### config.mk
export PLATFORM = sky130hd
export DESIGN_NAME = uart_in_port
export DESIGN_NICKNAME = d
export VERILOG_FILES = /design/src/rtl/cpu_io_pkg.sv /design/src/rtl/sync2.sv /design/src/rtl/uart_in_port.sv
export SDC_FILE = /design/constraint.sdc
export NUM_CORES = 1
export LEC_CHECK = 0
export CAP_MARGIN = 10
export CORE_UTILIZATION = 55
export CTS_BUF_LIST = sky130_fd_sc_hd__clkbuf_2
export DETAILED_ROUTE_END_ITERATION = 6
export HOLD_SLACK_MARGIN = 0.02
export PLACE_DENSITY = 0.76
export SLEW_MARGIN = 15
export SYNTH_ARGS = -nofsm -noshare
export SYNTH_HDL_FRONTEND = slang
export SYNTH_SLANG_ARGS = --single-unit
### constraint.sdc
create_clock -name clk -period 4.3 [get_ports clk]
set_input_delay 0.86 -clock clk [delete_from_list [all_inputs] [get_ports clk]]
set_output_delay 0.86 -clock clk [all_outputs]
set_load 0.005 [all_outputs]
### src/rtl/cpu_io_pkg.sv
// Shared types and sizes for the CPU external-input serial port.
package cpu_io_pkg;

  localparam int unsigned DATA_W = 8;
  localparam int unsigned BIT_W  = $clog2(DATA_W);

  typedef enum logic [2:0] {
    IDLE   = 3'd0,
    START  = 3'd1,
    DATA   = 3'd2,
    STOP   = 3'd3,
    WAITHI = 3'd4
  } state_t;

endpackage

### src/rtl/sync2.sv
// Two-flop synchronizer for an asynchronous single-bit input.
module sync2 #(
  parameter logic RST_VAL = 1'b1
) (
  input  logic clk,
  input  logic reset,
  input  logic d,
  output logic q
);

  logic meta;

  // Metastability filter; reset value matches the line's idle level.
  always_ff @(posedge clk or negedge reset) begin
    if (!reset) begin
      meta <= RST_VAL;
      q    <= RST_VAL;
    end else begin
      meta <= d;
      q    <= meta;
    end
  end

endmodule

### src/rtl/uart_in_port.sv
// 8N1 serial receiver holding the last good byte for the CPU input bus.
module uart_in_port
  import cpu_io_pkg::*;
#(
  parameter int unsigned CLKS_PER_BIT = 16,
  parameter int unsigned CNT_W        = 8
) (
  input  logic              clk,
  input  logic              reset,
  input  logic              rx,
  input  logic              ack,
  output logic [DATA_W-1:0] inext,
  output logic              valid,
  output logic              frame_err,
  output logic              overrun,
  output logic              busy
);

  localparam logic [CNT_W-1:0] HALF_LAST = CNT_W'(CLKS_PER_BIT / 2 - 1);
  localparam logic [CNT_W-1:0] FULL_LAST = CNT_W'(CLKS_PER_BIT - 1);
  localparam logic [BIT_W-1:0] LAST_BIT  = BIT_W'(DATA_W - 1);

  logic rx_s;

  state_t            state, state_nxt;
  logic [CNT_W-1:0]  cnt, cnt_nxt;
  logic [BIT_W-1:0]  bit_idx, bit_nxt;
  logic [DATA_W-1:0] shreg, sh_nxt;
  logic              load_pend, load_nxt;
  logic [DATA_W-1:0] inext_nxt;
  logic              valid_nxt, fe_nxt, ov_nxt, busy_nxt;
  logic              fe_set;

  sync2 #(.RST_VAL(1'b1)) u_sync (
    .clk   (clk),
    .reset (reset),
    .d     (rx),
    .q     (rx_s)
  );

  // State, timing and output registers.
  always_ff @(posedge clk or negedge reset) begin
    if (!reset) begin
      state     <= IDLE;
      cnt       <= '0;
      bit_idx   <= '0;
      shreg     <= '0;
      load_pend <= 1'b0;
      inext     <= '0;
      valid     <= 1'b0;
      frame_err <= 1'b0;
      overrun   <= 1'b0;
      busy      <= 1'b0;
    end else begin
      state     <= state_nxt;
      cnt       <= cnt_nxt;
      bit_idx   <= bit_nxt;
      shreg     <= sh_nxt;
      load_pend <= load_nxt;
      inext     <= inext_nxt;
      valid     <= valid_nxt;
      frame_err <= fe_nxt;
      overrun   <= ov_nxt;
      busy      <= busy_nxt;
    end
  end

  // Frame sequencing, bit sampling and CPU-side flag handling.
  always_comb begin
    state_nxt = state;
    cnt_nxt   = cnt + CNT_W'(1);
    bit_nxt   = bit_idx;
    sh_nxt    = shreg;
    load_nxt  = 1'b0;
    fe_set    = 1'b0;

    case (state)
      IDLE: begin
        cnt_nxt = '0;
        if (!rx_s) state_nxt = START;
      end
      START: begin
        if (cnt == HALF_LAST) begin
          cnt_nxt = '0;
          bit_nxt = '0;
          state_nxt = rx_s ? IDLE : DATA;
        end
      end
      DATA: begin
        if (cnt == FULL_LAST) begin
          cnt_nxt = '0;
          sh_nxt  = {rx_s, shreg[DATA_W-1:1]};
          if (bit_idx == LAST_BIT) state_nxt = STOP;
          else                     bit_nxt   = bit_idx + BIT_W'(1);
        end
      end
      STOP: begin
        if (cnt == FULL_LAST) begin
          cnt_nxt = '0;
          if (rx_s) begin
            state_nxt = IDLE;
            load_nxt  = 1'b1;
          end else begin
            state_nxt = WAITHI;
            fe_set    = 1'b1;
          end
        end
      end
      WAITHI: begin
        cnt_nxt = '0;
        if (rx_s) state_nxt = IDLE;
      end
      default: begin
        cnt_nxt   = '0;
        state_nxt = IDLE;
      end
    endcase

    inext_nxt = inext;
    valid_nxt = valid;
    fe_nxt    = frame_err;
    ov_nxt    = overrun;
    if (ack) begin
      valid_nxt = 1'b0;
      fe_nxt    = 1'b0;
      ov_nxt    = 1'b0;
    end
    // A load one cycle after a good stop sample; new flags win over ack.
    if (load_pend) begin
      inext_nxt = shreg;
      valid_nxt = 1'b1;
      if (valid && !ack) ov_nxt = 1'b1;
    end
    if (fe_set) fe_nxt = 1'b1;

    busy_nxt = (state_nxt != IDLE);
  end

endmodule

==> metrics.md <==
| Metric | Value |
|---|---|
| Cts bufs inserted | 5 |
| Vias/cell | around 5.6 |
| Final setup viols | 0 |
| Chip width | between 50 and 60 µm |
| Die ar. | ~3100 µm² |
| TritonRoute pass-1 iters | 4 |
| Post-route cell area | roughly 1800 µm² |
| Synth Net Count | about 140 |
| Main combinational cell family by area after synthesis | simple AND/OR/NAND/NOR gates |
| Final nets | around 150 |
| Crit Path Category | reg -> out |
| CP Cell Sequence | clkdlybuf4s50_1 |
| Via count | about 990 |
| Finished Layout Cells | 177 |
| Grt ovf | 0 |
| Xor/xnor share of the synthesized area | under 10% |
| Critical Path Source Type | flop |
| Port bufs | 15 |
| Minimum clock period after layout | roughly 2.2 ns |
| Slowest stage cell, crit path | clkdlybuf4s50_1 |
| Placed cell count | between 150 and 200 |
| Root buf cell | clkbuf_2 |
| Count of pins over their slew limit | 0 |
| Cells after Synth | 128 |
| RSZ-0062 raised after global routing | no |
| Top_reg_cell synth | dfrtp_1 |
| Htree depth | 2 |
| Diode count | 0 |
| Required time worst endpoint | between 3 and 4 ns |
| Worst slew margin | between 60% and 70% |
| Clock Latency Late Sink | about 0.39 ns |
| Crit path largest cell delay | just over 0.5 ns |
| Mapped cell area | roughly 1600 µm² |
| Buf/Inv on CP | 1 |
| Number of synthesized flops with an enable pin | 0 |
| Post-synthesis mux area share | approximately a tenth |
| Post-synthesis simple-gate area fraction | a little over an eighth |
| CTS Hold Bufs | 0 |
| CTS tree | yes |
| Number of hold violations in the final report | 0 |
| Adder and majority gate portion of the synthesized area | between 2 and 2.5% |
| Layout Utilization | around 67% |
| Power per cell area | 480.9 nW/µm² |
| Layout area overhead | 14.60% |
| Fill cells | around 220 |
| Synth Area in Compound Gates | 7.494% |
| Worst-path maximum fanout | 2 |
| Netlist cell types | 37 |
| Yosys warning total | 0 |
| Status | finished, final reports clean |
| Antenna violations before repair | 0 |
| Seq/Total Area, Yosys | 57.92% |
| Post-synth top area share | between 50% and 60% |
| Multi-input logic area | about 600 µm² |
| DR WL/cell | between 10 and 15 µm |
| Final Skew | 0.01475 ns |
| Synthesized flop and latch total | 37 |
| Mean Syn Cell Area | 12.52 µm² |
| Synth top area cells | dfrtp_1 (55%), mux2_2 (11%), dfstp_2 (3.3%) |
| Synth cell count leaders | dfrtp_1 (35), mux2_2 (15), nor2_1 (12) |
| Period utilization | 50.38% |
| Post_cts resized | 0 |
| Register area | around 930 µm² |
| DRC | 0 |
| VDD IR max | about 0.00038 V |
| Count leader, synth | dfrtp_1 |
| Clock buffer depth | 2 |
| Number of max-cap violations | 0 |
| Worst path arrival time | 1.31 ns |
| Placed cell areas | between 1500 and 2000 µm² |
| FP Rows | 19 |
| Dominant cell type by area after synthesis | dfrtp_1 |
| IO Pins | 16 |
| Post-Route WL | approximately 2.6 mm |
| FFs w/ async S/R, synth | between 90% and 100% |
| Pin count of the biggest net entering global routing | 27 |
| Tightest Pin Transition | a little under 0.6 ns |
| Clock Sinks | 37 |
| Die height | ~56 µm |
| Layout cells sized above 1 | 22.60% |
| Antenna-violating nets left | 0 |
| Worst min path class | reg -> reg |
| Iteration-0 DRC count of the detailed router | 26 |
| Vias in the first global route | between 900 and 1000 |
| First-pass GRT wire length | about 4.6 mm |
| DP HPWL | 1.812 mm |
| FMAX | between 400 and 500 MHz |
| Worst-path clk slew | roughly 0.20 ns |
| CP delay by family, top | buffers and inverters |
| GRT Util Overall | between 10% and 20% |
| Post-CTS Repair Setup Buffers | 0 |
| RePlAce Congestion | between 0.8 and 0.9 |
| Final setup TNS | 0 ns |
| Starting Density | between 50% and 60% |
| Crit end category | output port |
| Core area | between 2000 and 3000 µm² |
| Leak pwr | between 0.8 and 0.9 nW |
## cells by family after synthesis
logic type / after synthesis
DFF: 37
and+or+nand+nor: 40
AOI/OAI and AO/OA: 15
xor gates and xnor gates: 7
buffers and inverters: 11
muxes: 15
adders and majority gates: 3
## final cells by class
class | count | share of cell area [%]
timing repair buffer | 16 | 8.311
inverter | 5 | 1.022
sequential | 37 | 50.54
tap | 31 | 2.112
clock inverter | 3 | 3.747
multi-input combinational | 80 | 32.90
clock buffer | 5 | 1.362
## layer usage
metal,global-route usage (%),wire [µm],vias up
met5,0,0,-
met4,7.317,40,0
met3,6.744,99,4
met2,29.59,1202,19
met1,26.27,1228,485
li1,-,-,480
## placed cells by master (no fill, tap or decap), drive strengths merged, types with 2 or more instances in the layout
cell type and instances:
ha 3, dfrtp 35, o21ai 3, nor3b 2, xnor2 5, buf 2
clkbuf 5, a21oi 3, clkdlybuf4s50 14, mux2 15, dfstp 2, nor3 3
xor2 2, nand2 9, a21o 2, nor2 12, bufinv 2, inv 6
nand3 4
## per-stage QoR
step	setup slack, ns	hold slack [ns]	total power, mW
after floorplan	2.510	0.3452	0.5930
after global placement	2.017	0.3458	0.6050
after detailed placement	1.958	0.3541	0.6110
after CTS	2.092	0.3773	0.8922
after global routing	2.056	0.3806	0.9355
final	2.134	0.3743	0.8832
## final timing paths
kind / from / endpoint / slack, ns / cells past startpoint
setup / recovery: frame_err / frame_err / 2.13 / 1
hold / removal: u_sync.meta / u_sync.q / 0.37 / 0
setup reg to reg: cnt[6] / busy / 2.42 / 4
hold reg to reg: u_sync.meta / u_sync.q / 0.37 / 0
max in group asynchronous: reset / overrun / 3.29 / 2
min in group asynchronous: reset / state[0] / 0.42 / 1
## report_power, final
part | internal [mW] | switching (mW) | leakage [nW]
combinational | 0.0845 | 0.0799 | 0.326
sequential | 0.386 | 0.0537 | 0.496
clock | 0.159 | 0.121 | 0.0536
total | 0.629 | 0.254 | 0.876
## state kept, by name, indices dropped and copies added, names as in the netlist
signal       count
u_sync.q         1
busy             1
state            3
cnt              8
u_sync.meta      1
valid            1
load_pend        1
bit_idx          3
inext            8
overrun          1
frame_err        1
shreg            8
(Power assumes the default switching activity.)
